[config.mk]
export PLATFORM = sky130hd
export DESIGN_NAME = trfir_ctrl
export DESIGN_NICKNAME = d
export VERILOG_FILES = /design/src/rtl/trfir_ctrl.sv
export SDC_FILE = /design/constraint.sdc
export NUM_CORES = 1
export LEC_CHECK = 0
export BUFFER_PORTS_ARGS = -buffer_cell sky130_fd_sc_hd__buf_2
export CAP_MARGIN = 20
export CELL_PAD_IN_SITES_DETAIL_PLACEMENT = 1
export CELL_PAD_IN_SITES_GLOBAL_PLACEMENT = 2
export CORE_AREA = 3 3 132 134
export CTS_CLUSTER_SIZE = 10
export DETAILED_ROUTE_END_ITERATION = 16
export DIE_AREA = 0 0 135 137
export GPL_ROUTABILITY_DRIVEN = 0
export PLACE_DENSITY_LB_ADDON = 0.12
export SLEW_MARGIN = 20
export SYNTH_ARGS = -nofsm -noshare
export SYNTH_HDL_FRONTEND = slang
export SYNTH_SLANG_ARGS = --single-unit
[constraint.sdc]
create_clock -name clk -period 2.85 [get_ports clk]
set_input_delay 0.285 -clock clk [delete_from_list [all_inputs] [get_ports clk]]
set_output_delay 0.285 -clock clk [all_outputs]
set_load 0.05 [all_outputs]
[src/rtl/trfir_ctrl.sv]
// trfir_ctrl: sequencing controller for a transposed-form FIR tap chain.
// Loads the weight vector, streams one activation row and forwards only fully-formed results.
module trfir_ctrl #(
  parameter int nb_taps      = 5,
  parameter int weight_width = 16,
  parameter int act_width    = 16,
  parameter int DReg_width   = 24,
  parameter int len_width    = 10
) (
  input  logic                             clk,
  input  logic                             rst_n,
  input  logic                             start,
  input  logic                             reload_w,
  input  logic [len_width-1:0]             row_len,
  output logic                             busy,
  output logic                             done,
  output logic                             err,
  input  logic                             w_valid,
  output logic                             w_ready,
  input  logic [weight_width-1:0]          w_data,
  input  logic                             a_valid,
  output logic                             a_ready,
  input  logic [act_width-1:0]             a_data,
  output logic [weight_width*nb_taps-1:0]  WRegs,
  output logic [act_width-1:0]             act,
  output logic                             DFF_en,
  input  logic [DReg_width-1:0]            fir_out,
  output logic                             y_valid,
  input  logic                             y_ready,
  output logic [DReg_width-1:0]            y_data
);

  localparam logic [1:0] IDLE   = 2'd0;
  localparam logic [1:0] LOAD_W = 2'd1;
  localparam logic [1:0] STREAM = 2'd2;
  localparam logic [1:0] DRAIN  = 2'd3;

  localparam int                   CNT_W  = (nb_taps > 1) ? $clog2(nb_taps) : 1;
  localparam logic [len_width-1:0] TAPS   = len_width'(nb_taps);
  localparam logic [len_width-1:0] WARMUP = len_width'(nb_taps - 1);
  localparam logic [CNT_W-1:0]     LAST_W = CNT_W'(nb_taps - 1);

  logic [1:0]           state;
  logic [len_width-1:0] row_len_q;
  logic [len_width-1:0] in_cnt;
  logic [len_width-1:0] in_cnt_inc;
  logic [CNT_W-1:0]     w_cnt;
  logic                 w_acc;
  logic                 short_row;
  logic                 drain_exit;

  // Backpressure stalls the chain so fir_out cannot move under a pending result.
  assign busy       = (state != IDLE);
  assign w_ready    = (state == LOAD_W);
  assign a_ready    = (state == STREAM) && (!y_valid || y_ready);
  assign DFF_en     = a_valid && a_ready;
  assign w_acc      = w_valid && w_ready;
  assign act        = a_data;
  assign y_data     = fir_out;
  assign in_cnt_inc = in_cnt + 1'b1;
  assign short_row  = (row_len < TAPS);
  assign drain_exit = (state == DRAIN) && (!y_valid || y_ready);

  always_ff @(posedge clk or negedge rst_n) begin
    if (!rst_n) begin
      state     <= IDLE;
      row_len_q <= '0;
      in_cnt    <= '0;
      w_cnt     <= '0;
    end else begin
      case (state)
        IDLE: begin
          if (start && !short_row) begin
            row_len_q <= row_len;
            in_cnt    <= '0;
            w_cnt     <= '0;
            state     <= reload_w ? LOAD_W : STREAM;
          end
        end
        LOAD_W: begin
          if (w_acc) begin
            if (w_cnt == LAST_W) state <= STREAM;
            else                 w_cnt <= w_cnt + 1'b1;
          end
        end
        STREAM: begin
          if (DFF_en) begin
            in_cnt <= in_cnt_inc;
            if (in_cnt_inc == row_len_q) state <= DRAIN;
          end
        end
        default: begin
          if (drain_exit) state <= IDLE;
        end
      endcase
    end
  end

  // Weights persist across rows; only a LOAD_W accept rewrites a slot.
  always_ff @(posedge clk or negedge rst_n) begin
    if (!rst_n) begin
      WRegs <= '0;
    end else if (w_acc) begin
      for (int k = 0; k < nb_taps; k++) begin
        if (w_cnt == CNT_W'(k)) WRegs[k*weight_width +: weight_width] <= w_data;
      end
    end
  end

  // The first nb_taps-1 accepts of a row only prime the chain and produce no result.
  always_ff @(posedge clk or negedge rst_n) begin
    if (!rst_n) begin
      y_valid <= 1'b0;
      done    <= 1'b0;
      err     <= 1'b0;
    end else begin
      if (DFF_en && (in_cnt >= WARMUP)) y_valid <= 1'b1;
      else if (y_ready)                 y_valid <= 1'b0;
      done <= drain_exit;
      err  <= (state == IDLE) && start && short_row;
    end
  end

endmodule

Word-level counts from Yosys, hierarchy flattened
Cells that the tools add are included.
{"block": "totals", "regBits": 108, "inputBits": 73, "out_inout_bits": 127}
{"block": "classes", "magnitude_cmp": 2, "reduce_logical": 27, "n_addsub": 2, "n_eq_ne": 14, "muxes": 17}
{"operator": "$mux W10", "count": 2}
{"operator": "$pmux W10 S2", "count": 1}
{"operator": "$mux W2", "count": 7}
{"operator": "$reduce_and A2 Y1", "count": 6}
{"operator": "$add A10 B1 Y10 const B", "count": 1}
{"operator": "$eq A10 B10 Y1", "count": 1}
{"operator": "$ge A10 B3 Y1 const B", "count": 1}
{"operator": "$lt A10 B3 Y1 const B", "count": 1}
{"operator": "$mux W3", "count": 3}
{"operator": "$logic_and A1 B1 Y1", "count": 8}
{"operator": "$reduce_bool A2 Y1", "count": 4}
{"operator": "$eq A3 B2 Y1 const B", "count": 2}
{"operator": "$ne A2 B1 Y1 const B", "count": 3}
{"operator": "$ne A2 B2 Y1 const B", "count": 3}
{"operator": "$pmux W2 S3", "count": 1}
{"operator": "$pmux W3 S2", "count": 1}
{"operator": "$reduce_and A6 Y1", "count": 1}
{"operator": "$eq A2 B2 Y1 const B", "count": 2}
{"operator": "$reduce_and A4 Y1", "count": 1}
{"operator": "$reduce_bool A4 Y1", "count": 1}
{"operator": "$add A3 B1 Y3 const B", "count": 1}
{"operator": "$eq A3 B1 Y1 const B", "count": 1}
{"operator": "$eq A3 B3 Y1 const B", "count": 1}
{"operator": "$logic_not A3 Y1", "count": 1}
{"operator": "6 further kinds", "count": 8}

Longest topological paths before layout
{"block": "depth", "ltp_word": 6, "depth_mapped": 9, "ltp_nobuf": 8}

Worst setup path after synthesis
No wires, ideal clock.
{"block": "synth_timing", "path_kind": "reg-to-reg", "from": "register state[1]", "to": "register state[0]", "arrival_ns": 2.434, "period_less_slack_ns": 2.561, "setup_slack_ns": 0.289, "path_buffers": 1, "t_required_ns": 2.722, "path_stages_with_launch": 10, "cell_sequence": "dfrtp_1 > inv_1 > ha_1 > buf_2 > nand4_2 > o221ai_1 > o211ai_1 > nand4b_1 > o31ai_2 > mux2_1"}
{"block": "synth_between", "word_cells_on_any_way": 16, "cone_classes": "eq/ne (8); mux (1); reduce/logical (7)"}
{"element": "start, declared", "line_no": "43", "source": "logic [1:0] state;"}
{"element": "start signal, assigned", "line_no": "77", "source": "state <= reload_w ? LOAD_W : STREAM;"}
{"element": "$eq A2 B1 Y1 *", "line_no": "54", "source": "assign w_ready = (state == LOAD_W);"}
{"element": "named net w_ready", "line_no": "19", "source": "output logic w_ready,"}
{"element": "$logic_and A1 B1 Y1", "line_no": "57", "source": "assign w_acc = w_valid && w_ready;"}
{"element": "$ne A2 B1 Y1 (no source line)"}
{"element": "$reduce_and A6 Y1 (no source line)"}
The timed path passes the listed nets; every way through them passes the cells marked *.
A chain may end at the register's enable or synchronous reset.

Final worst setup path
{"block": "layout_timing", "from": "register state[0]", "to": "register state[1]"}
{"block": "layout_between", "elab_chain_len": 5, "word_cells_on_any_way": 16, "cone_classes": "eq/ne (8); mux (1); reduce/logical (7)"}
{"element": "$eq A2 B2 Y1", "line_no": "55, 71"}
{"element": "$logic_and A1 B1 Y1", "line_no": "55", "source": "assign a_ready = (state == STREAM) && (!y_valid || y_ready);"}
{"element": "$logic_and A1 B1 Y1", "line_no": "56", "source": "assign DFF_en = a_valid && a_ready;"}
{"element": "$ne A2 B2 Y1 (no source line)"}
{"element": "$reduce_and A6 Y1 (no source line)"}
Several ways; a longest one is shown, not always the timed one.

==> results.sh <==
export IMPL_outcome="finished clean"
export IMPL_cts_htree_levels=3
export IMPL_crit_type="reg -> reg"
export IMPL_grt_overflow_total=0
export IMPL_rrSetupSlack_ns=0.38
export IMPL_core_area_mm2=0.01641
export IMPL_routed_wl_um=13160
export IMPL_synthToLayoutAreaGrowth_pct=17.07
export IMPL_r2r_start="state[0]$_DFFE_PN0P_"
export IMPL_synth_net_count=475
export IMPL_synth_avg_cell_area_um2=12.88
export IMPL_grt_pass1_vias=3654
export IMPL_start_util_pct=30.69
export IMPL_maxCapViolCount=0
export IMPL_cts_tree="yes"
export IMPL_worst_slew_pin_slew_ns=0.9432
export IMPL_io_pins=200
export IMPL_async_flop_share_pct=100.0
export IMPL_clock_skew_ns=0.007771
export IMPL_port_buffers=119
export IMPL_vias_per_cell=4.660
export IMPL_final_util_pct=35.93
export IMPL_reg2reg_depth=8
export IMPL_cts_resized=0
export IMPL_drive_above_1_share_pct=50.31
export IMPL_path_cells="inv_1, ha_1, nor2b_1, a41oi_2, o211ai_1, nand4b_1, o31ai_2, mux2_1"
export IMPL_die_area_mm2=0.01850
export IMPL_timing_final_crit_share_pct=86.54
export IMPL_grt_usage_pct=14.78
export IMPL_peakVddDrop_mv=0.5172
export IMPL_ys_seq_area_share_pct=53.68
export IMPL_p_leak_nw=3.015
export IMPL_fillers=1816
export IMPL_endpoint_kind="flop"
export IMPL_cellPowerDensity_mw_per_mm2=1040
export IMPL_nets=563
export IMPL_synth_ff_type="dfrtp_1"
export IMPL_critPathBufInv=1
export IMPL_n_antenna_cell=0
export IMPL_post_cts_setup_buffers=0
export IMPL_critPathLaunchType="flop"
export IMPL_drtPass1Iterations=4
export IMPL_critPathSlowestCell="dfrtp_1"
export IMPL_grt_pass1_wl_um=20850
export IMPL_hold_violations=0
export IMPL_cts_made_buffers=9
export IMPL_die_width_um=135
export IMPL_path_clk_slew_ns=0.07
export IMPL_vias=3276
export IMPL_slew_headroom_pct=37.12
export IMPL_synth_edf_count=0
export IMPL_synth_yosys_warnings=0
export IMPL_timing_critical_path_from="state[0]$_DFFE_PN0P_"
export IMPL_mostFrequentLayoutCells="buf_2 (118), dfrtp_1 (108), mux2_2 (90)"
export IMPL_drt_iter0_markers=89
export IMPL_crit_path_max_incr_delay_ns=0.42
export IMPL_finalMaxSlewViolations=0
export IMPL_finalSetupTns_ns=0
export IMPL_cts_root_buffer="clkbuf_16"
export IMPL_rows=47
export IMPL_stdcell_count=703
export IMPL_setup_viol=0
export IMPL_postSynthCellCount=391
export IMPL_post_route_drc_count=0
export IMPL_critPathMaxFanout=9
export IMPL_cpLargestDelayFamily="compound AO/OA/AOI/OAI gates"
export IMPL_crit_required_ns=3.08
export IMPL_hold_buffers=0
export IMPL_antenna_found_initial=0
export IMPL_cp_data_arrival_time_ns=2.70
export IMPL_min_period_ns=2.466
export IMPL_final_common_cell="buf_2"
export IMPL_syn_area_mm2=0.005035
export IMPL_place_inst=688
export IMPL_clockBufferDepth=2
export IMPL_ys_types=40
export IMPL_grt_max_degree=71
export IMPL_r2r_end="state[1]$_DFFE_PN0P_"
export IMPL_synth_seq_cells=108
export IMPL_design_area_mm2=0.005894
export IMPL_die_h_um=137
export IMPL_clkLatencyLatePin_ns=0.35
export IMPL_placed_cell_area_mm2=0.005620
export IMPL_fmax_mhz=405.5
export IMPL_holdCritPathClass="in -> async"
export IMPL_rsz0062_at_grt="false"
export IMPL_drtAntennaViolNets=0
export IMPL_hpwl_um=9443
export IMPL_cts_sinks=108
export IMPL_wl_per_cell_um=18.72
==> worst register-to-register path: cells and delay by family, from the launching register on <==
family	cells	cell delay [ns]
compound gates	3	0.82
mux	1	0.35
buf+inv	1	0.09
flops	1	0.42
simple gates	2	0.38
fa+ha+maj	1	0.29
==> metal layers <==
metal / track usage [%] / share of wire [%] / vias to the layer above
met5: 0 / 0 / -
met4: 5.151 / 1.5 / 0
met3: 5.919 / 7.8 / 13
met2: 23.68 / 47 / 101
met1: 18.19 / 44 / 1663
li1: - / - / 1499
==> state kept, by name, summed over array words and instances (netlist names) <==
register and count:
err 1, done 1, state 2, in_cnt 10, w_cnt 3, WRegs 80
row_len_q 10, y_valid 1
==> area by class of cell <==
class	instances	area, µm²	share of cell area, %
clock buffer	10	239.0	4.054
clock inverter	5	35.03	0.5944
inverter	10	37.54	0.6368
multi-input combinational	221	1932	32.77
sequential	108	2703	45.85
tap	220	275.3	4.670
timing repair buffer	129	673.1	11.42
==> how the worst max path moves through the flow <==
stage	end	slack [ns]	cells past startpoint
final	state[1]$_DFFE_PN0P_	0.38	8
after global routing	state[1]$_DFFE_PN0P_	0.08	8
after CTS	state[1]$_DFFE_PN0P_	0.33	8
after detailed placement	state[1]$_DFFE_PN0P_	0.36	8
after global placement	state[0]$_DFFE_PN0P_	0.45	8
after floorplan	state[0]$_DFFE_PN0P_	0.29	9
==> Yosys cell counts (3+ instances only) <==
cell / number / area share [%]
o21ai_0: 15 / 1.5
xnor2_1: 10 / 1.7
nor2_1: 14 / 1.0
nor2b_1: 4 / 0.50
nor3_1: 3 / 0.30
nand3_1: 12 / 1.2
and3_1: 6 / 0.75
inv_1: 10 / 0.75
o31ai_1: 3 / 0.45
o41ai_1: 3 / 0.52
buf_2: 8 / 0.80
ha_1: 11 / 2.7
xor2_1: 4 / 0.70
dfrtp_1: 108 / 54
nand2_1: 13 / 0.97
a21oi_1: 4 / 0.40
buf_4: 40 / 6.0
clkbuf_1: 3 / 0.22
nor4_1: 5 / 0.62
mux2_2: 90 / 20
==> metrics by stage <==
step	hold slack, ns	total power, mW	setup slack [ns]
floorplan	-0.01059	4.401	0.2889
global placement	0.4834	4.946	0.4484
detailed placement	0.4899	4.996	0.3564
CTS	0.1142	6.231	0.3339
global route	0.1486	6.513	0.08328
finish	0.07651	6.131	0.3837
==> cells by family (layout without fill, tap and decap cells) <==
kind of cell | count (synthesis) | in the layout | synth area share [%]
compound gates | 33 | 33 | 4.399
xor+xnor | 15 | 15 | 2.758
fa+ha+maj | 11 | 11 | 2.734
buf+inv | 62 | 154 | 7.952
flops | 108 | 108 | 53.68
mux | 94 | 94 | 20.97
simple gates | 68 | 68 | 7.505
==> report_power, final <==
| group | switching [mW] | total [mW] | internal (mW) |
|---|---|---|---|
| Sequential | 0.262 | 2.20 | 1.94 |
| Clock | 0.587 | 1.20 | 0.616 |
| Combinational | 1.90 | 2.73 | 0.823 |
| Total | 2.75 | 6.13 | 3.38 |
No activity file was read; power rests on OpenSTA's default activity.
